<file path="config.mk">
export PLATFORM = sky130hd
export DESIGN_NAME = fetch_ctrl
export DESIGN_NICKNAME = d
export VERILOG_FILES = /design/src/rtl/fetch_ctrl_pkg.sv /design/src/rtl/fetch_ctrl_ifid.sv /design/src/rtl/fetch_ctrl.sv
export SDC_FILE = /design/constraint.sdc
export NUM_CORES = 1
export LEC_CHECK = 0
export CORE_UTILIZATION = 39
export DETAILED_ROUTE_END_ITERATION = 16
export GPL_TIMING_DRIVEN = 0
export PLACE_DENSITY = 0.77
export SLEW_MARGIN = 20
export SYNTH_ARGS = -nofsm -noshare
export SYNTH_HDL_FRONTEND = slang
export SYNTH_SLANG_ARGS = --single-unit
</file>
<file path="constraint.sdc">
create_clock -name clk -period 2.6 [get_ports clk]
set_input_delay 0.26 -clock clk [delete_from_list [all_inputs] [get_ports clk]]
set_output_delay 0.26 -clock clk [all_outputs]
set_load 0.1 [all_outputs]
</file>
<file path="src/rtl/fetch_ctrl_pkg.sv">
// Shared types and constants for the instruction fetch controller.
package fetch_ctrl_pkg;

  localparam int XLEN = 32;
  localparam logic [XLEN-1:0] PC_STEP          = 32'd4;
  localparam logic [XLEN-1:0] NOP_IR           = 32'h0000_0013;
  localparam logic [XLEN-1:0] RESET_PC_DEFAULT = 32'h0000_0000;
  localparam logic [XLEN-1:0] PC_ALIGN_MASK    = 32'hFFFF_FFFC;

  typedef enum logic {
    RUN  = 1'b0,
    HALT = 1'b1
  } fetch_state_t;

endpackage

</file>
<file path="src/rtl/fetch_ctrl_ifid.sv">
// IF/ID pipeline slot: load captures pc/ir and sets valid, flush clears valid only.
module ifid_reg
  import fetch_ctrl_pkg::*;
(
  input  logic            clk,
  input  logic            rst,
  input  logic            i_load,
  input  logic            i_flush,
  input  logic [XLEN-1:0] i_pc,
  input  logic [XLEN-1:0] i_ir,
  output logic            o_valid,
  output logic [XLEN-1:0] o_pc,
  output logic [XLEN-1:0] o_ir
);

  logic            r_valid;
  logic [XLEN-1:0] r_pc;
  logic [XLEN-1:0] r_ir;

  // Flush wins over load; payload is left untouched on flush.
  always_ff @(posedge clk or posedge rst) begin
    if (rst) begin
      r_valid <= 1'b0;
      r_pc    <= '0;
      r_ir    <= '0;
    end else if (i_flush) begin
      r_valid <= 1'b0;
    end else if (i_load) begin
      r_valid <= 1'b1;
      r_pc    <= i_pc;
      r_ir    <= i_ir;
    end
  end

  assign o_valid = r_valid;
  assign o_pc    = r_pc;
  assign o_ir    = r_ir;

endmodule

</file>
<file path="src/rtl/fetch_ctrl.sv">
// Instruction fetch controller: PC register, redirect handling and the IF/ID slot.
// Optional macro FETCH_MISALIGN_TRAP_EN: misaligned redirects raise misalign_exc and halt fetch.
module fetch_ctrl
  import fetch_ctrl_pkg::*;
#(
  parameter logic [XLEN-1:0] RESET_PC = RESET_PC_DEFAULT
) (
  input  logic            clk,
  input  logic            rst,
  output logic [XLEN-1:0] imem_pc,
  input  logic [XLEN-1:0] imem_ir,
  input  logic            redirect_valid,
  input  logic [XLEN-1:0] redirect_pc,
  input  logic            id_ready,
  output logic            id_valid,
  output logic [XLEN-1:0] id_pc,
  output logic [XLEN-1:0] id_ir
`ifdef FETCH_MISALIGN_TRAP_EN
  ,
  output logic            misalign_exc
`endif
);

  fetch_state_t    r_state;
  fetch_state_t    w_state_next;
  logic [XLEN-1:0] r_pc;
  logic [XLEN-1:0] w_pc_next;
  logic            w_load;
  logic            w_flush;
  logic            w_slot_free;
  logic            w_id_valid;

`ifdef FETCH_MISALIGN_TRAP_EN
  logic            r_misalign;
  logic            w_misalign_set;
`endif

  always_ff @(posedge clk or posedge rst) begin
    if (rst) begin
      r_state <= RUN;
      r_pc    <= RESET_PC;
    end else begin
      r_state <= w_state_next;
      r_pc    <= w_pc_next;
    end
  end

  assign w_slot_free = !w_id_valid || id_ready;

  // Redirect outranks decode back-pressure; HALT absorbs everything until reset.
  always_comb begin
    w_state_next = r_state;
    w_pc_next    = r_pc;
    w_load       = 1'b0;
    w_flush      = 1'b0;
`ifdef FETCH_MISALIGN_TRAP_EN
    w_misalign_set = 1'b0;
`endif
    case (r_state)
      RUN: begin
        if (redirect_valid) begin
          w_flush = 1'b1;
`ifdef FETCH_MISALIGN_TRAP_EN
          if (redirect_pc[1:0] != 2'b00) begin
            w_state_next   = HALT;
            w_misalign_set = 1'b1;
          end else begin
            w_pc_next = redirect_pc;
          end
`else
          w_pc_next = redirect_pc & PC_ALIGN_MASK;
`endif
        end else if (w_slot_free) begin
          w_load    = 1'b1;
          w_pc_next = r_pc + PC_STEP;
        end
      end
      HALT: begin
        w_flush = 1'b1;
      end
      default: begin
        w_state_next = RUN;
      end
    endcase
  end

`ifdef FETCH_MISALIGN_TRAP_EN
  always_ff @(posedge clk or posedge rst) begin
    if (rst) begin
      r_misalign <= 1'b0;
    end else if (w_misalign_set) begin
      r_misalign <= 1'b1;
    end
  end

  assign misalign_exc = r_misalign;
`endif

  ifid_reg u_ifid (
    .clk     (clk),
    .rst     (rst),
    .i_load  (w_load),
    .i_flush (w_flush),
    .i_pc    (r_pc),
    .i_ir    (imem_ir),
    .o_valid (w_id_valid),
    .o_pc    (id_pc),
    .o_ir    (id_ir)
  );

  assign imem_pc  = r_pc;
  assign id_valid = w_id_valid;

endmodule

</file>
==> impl_metrics.tcl <==
set metrics [dict create \
    outcome "completed" \
    cts_num_sinks 93 \
    htree_levels 3 \
    grt_pass1_wl_um 16500 \
    antenna_left 0 \
    avgViaCountPerCell 4.92 \
    synth_seq_cells 93 \
    stdcell_area_um2 6030 \
    ys_seq_area_frac 0.577 \
    max_stage_delay_ns 1.21 \
    diodes 0 \
    dieArea_um2 10800 \
    setup_violations 0 \
    cts-buffers-inserted 9 \
    endpoint_kind "output port" \
    final-hold-violation-count 0 \
    wire_per_inst_um 15.5 \
    postSynthCellCount 329 \
    cts_resized 0 \
    rows 36 \
    cts_buffer_depth 2 \
    rsz0062_at_grt "no" \
    cp_slowest_cell "clkdlybuf4s50_1" \
    die_h_um 104 \
    post-route-period-util 0.888 \
    required_ns 2.34 \
    cp_num_buf_inv 1 \
    globalplace.congestion 0.768 \
    crit_chain "clkdlybuf4s50_1" \
    drv_slew 0 \
    placed_area_um2 5840 \
    syn-cell-area_um2 4040 \
    drive_gt1_frac 0.191 \
    nFillCells 849 \
    fin_tns_setup_ns 0 \
    detailed_place_hpwl_um 7450 \
    cts_hold_buf 0 \
    drc_errors 0 \
    grt-ovfl-total 0 \
    core_um2 9910 \
    drv_cap 0 \
    antenna_found_initial 0 \
    grt_max_degree 34 \
    power.density_nw_per_um2 839 \
    cp_num_cells 1 \
    postCtsSetupRepairBufs 0 \
    die_x_um 104 \
    wl_um 9960 \
    vdd_ir_drop_max_uv 519 \
    synth-edff-count 0 \
    grtUsageTotal 0.193 \
    route.vias.total 3155 \
    grt_pass1_vias 3224 \
    r2r_cells 6 \
    clock_skew_ns 0.0101 \
    clkTransAtPathRegs_ns 0.10 \
    crit_fanout 7 \
    num_io_pins 165 \
    p_leak_uw 0.00246 \
    tightest_slew_ns 1.01 \
    worst_path_dominant_cell_family "buffers and inverters" \
    worstPathArrival_ns 2.05 \
    hold_path_class "in2async" \
    insertion_delay_ns 0.36 \
    io_buffers 158 \
    ys_async_sr_fraction 1.00 \
    start_util 0.407 \
    relSlewSlack 0.325 \
    fin_crit_ns 2.31 \
    crit_path_start_kind "flip-flop" \
    area_delta_synth_final_pct 49.4 \
    dr.first_iter.drc_count 91 \
    clockRootBuffer "clkbuf_8" \
    fmax_ghz 0.433 \
    finalNetCount 572 \
    cts_tree "done" \
    synthFlopType "dfrtp_1" \
    dr.pass1.iters 6 \
    yosysWarnings 0 \
    ys_types 30 \
    crit_type "reg2out" \
    syn_area_per_cell_um2 12.3 \
]
## registers in the layout (all words and copies together) (netlist names)
name,cells
imem_pc,30
u_ifid.o_valid,1
u_ifid.o_ir,32
u_ifid.o_pc,30
## cell families (layout without fill, tap and decap cells)
logic type	count (synthesis)	after routing	share of synthesized area
AO/OA/AOI/OAI	30	30	0.0381
XOR/XNOR	27	27	0.0586
adder cells (fa/ha/maj)	1	1	0.00310
buffers and inverters	24	200	0.0288
flip-flops	93	93	0.577
multiplexers	64	64	0.178
other	1	4	0.000929
AND/OR/NAND/NOR	89	89	0.116
## stage by stage
stage | util | cells | setup slack [ns] | power, µW | hold WS (ns)
finish | 0.609 | 641 | 0.291 | 5060 | 0.350
global placement | 0.585 | 623 | 0.182 | 4130 | 0.489
floorplan | - | 332 | 0.242 | 3550 | 0.351
global route | 0.609 | 641 | 0.236 | 5240 | 0.419
CTS | 0.609 | 641 | 0.273 | 5110 | 0.362
detailed placement | 0.589 | 625 | 0.157 | 4170 | 0.494
## cell type report
| cell class | count | area (µm²) | area share |
|---|---|---|---|
| Sequential cell | 93 | 2330 | 0.386 |
| Timing Repair Buffer | 160 | 1620 | 0.269 |
| Multi-Input combinational cell | 215 | 1600 | 0.266 |
| Tap cell | 133 | 166 | 0.0276 |
| Clock buffer | 9 | 124 | 0.0205 |
| Buffer | 21 | 105 | 0.0174 |
| Clock inverter | 7 | 68.8 | 0.0114 |
| Inverter | 3 | 15.0 | 0.00249 |
## power by group
group	switching [µW]	internal, µW
clock network	560	369
logic	1750	592
registers	151	1640
total	2460	2600
## synthesized netlist by cell type (all sizes together), types with 2 or more instances
cell type  instances  share of area
inv                3         0.0028
and2               3         0.0047
and3               6         0.0093
nor4               4         0.0062
buf               13          0.019
dfrtp             93           0.58
nand4             12          0.019
mux2i              2         0.0050
o21ai             28          0.035
nand2             38          0.035
mux2              62           0.17
clkbuf             8         0.0074
nand3             11          0.018
and4               4         0.0093
nor3               3         0.0037
xnor2              9          0.020
xor2              18          0.039
nor2               4         0.0037
## metal layers
layer  global-route usage  up-vias  wire, µm
met2                0.322      111      4900
met1                0.249     1541      4270
met4               0.0694        0       198
li1                     -     1487         -
met5                    0        -         0
met3               0.0409       16       588
## worst register-to-register path: stages, from the launching register on
cell	delay, ns
dfrtp_1	0.39
nand2b_1	0.07
buf_2	0.20
and2_1	0.15
clkbuf_1	0.41
buf_2	0.36
mux2_2	0.38
## final timing paths
| kind | from | end | slack, ns |
|---|---|---|---|
| max in group asynchronous | rst | imem_pc[21] | 1.42 |
| min in group clk | redirect_pc[13] | imem_pc[13] | 0.46 |
| min | rst | u_ifid.o_ir[16] | 0.35 |
| max reg2reg | u_ifid.o_valid | u_ifid.o_pc[9] | 0.54 |
| max | imem_pc[2] | imem_pc[2] | 0.29 |
| min reg2reg | u_ifid.o_pc[22] | u_ifid.o_pc[22] | 0.51 |
## cells in the final DEF, fill, tap and decap left out, types with 3 or more instances in the layout
master	instances
nor3_1	3
nor4_1	4
and4_1	3
clkbuf_1	8
o21ai_0	28
and2_1	3
clkdlybuf4s50_1	158
dfrtp_1	93
and3_1	6
conb_1	4
nand4_1	12
xnor2_1	9
xor2_1	18
clkinvlp_4	3
buf_4	4
buf_2	9
nor2_1	4
mux2_2	62
nand3_1	9
nand2_1	38
clkbuf_8	9
(Power assumes the default switching activity.)
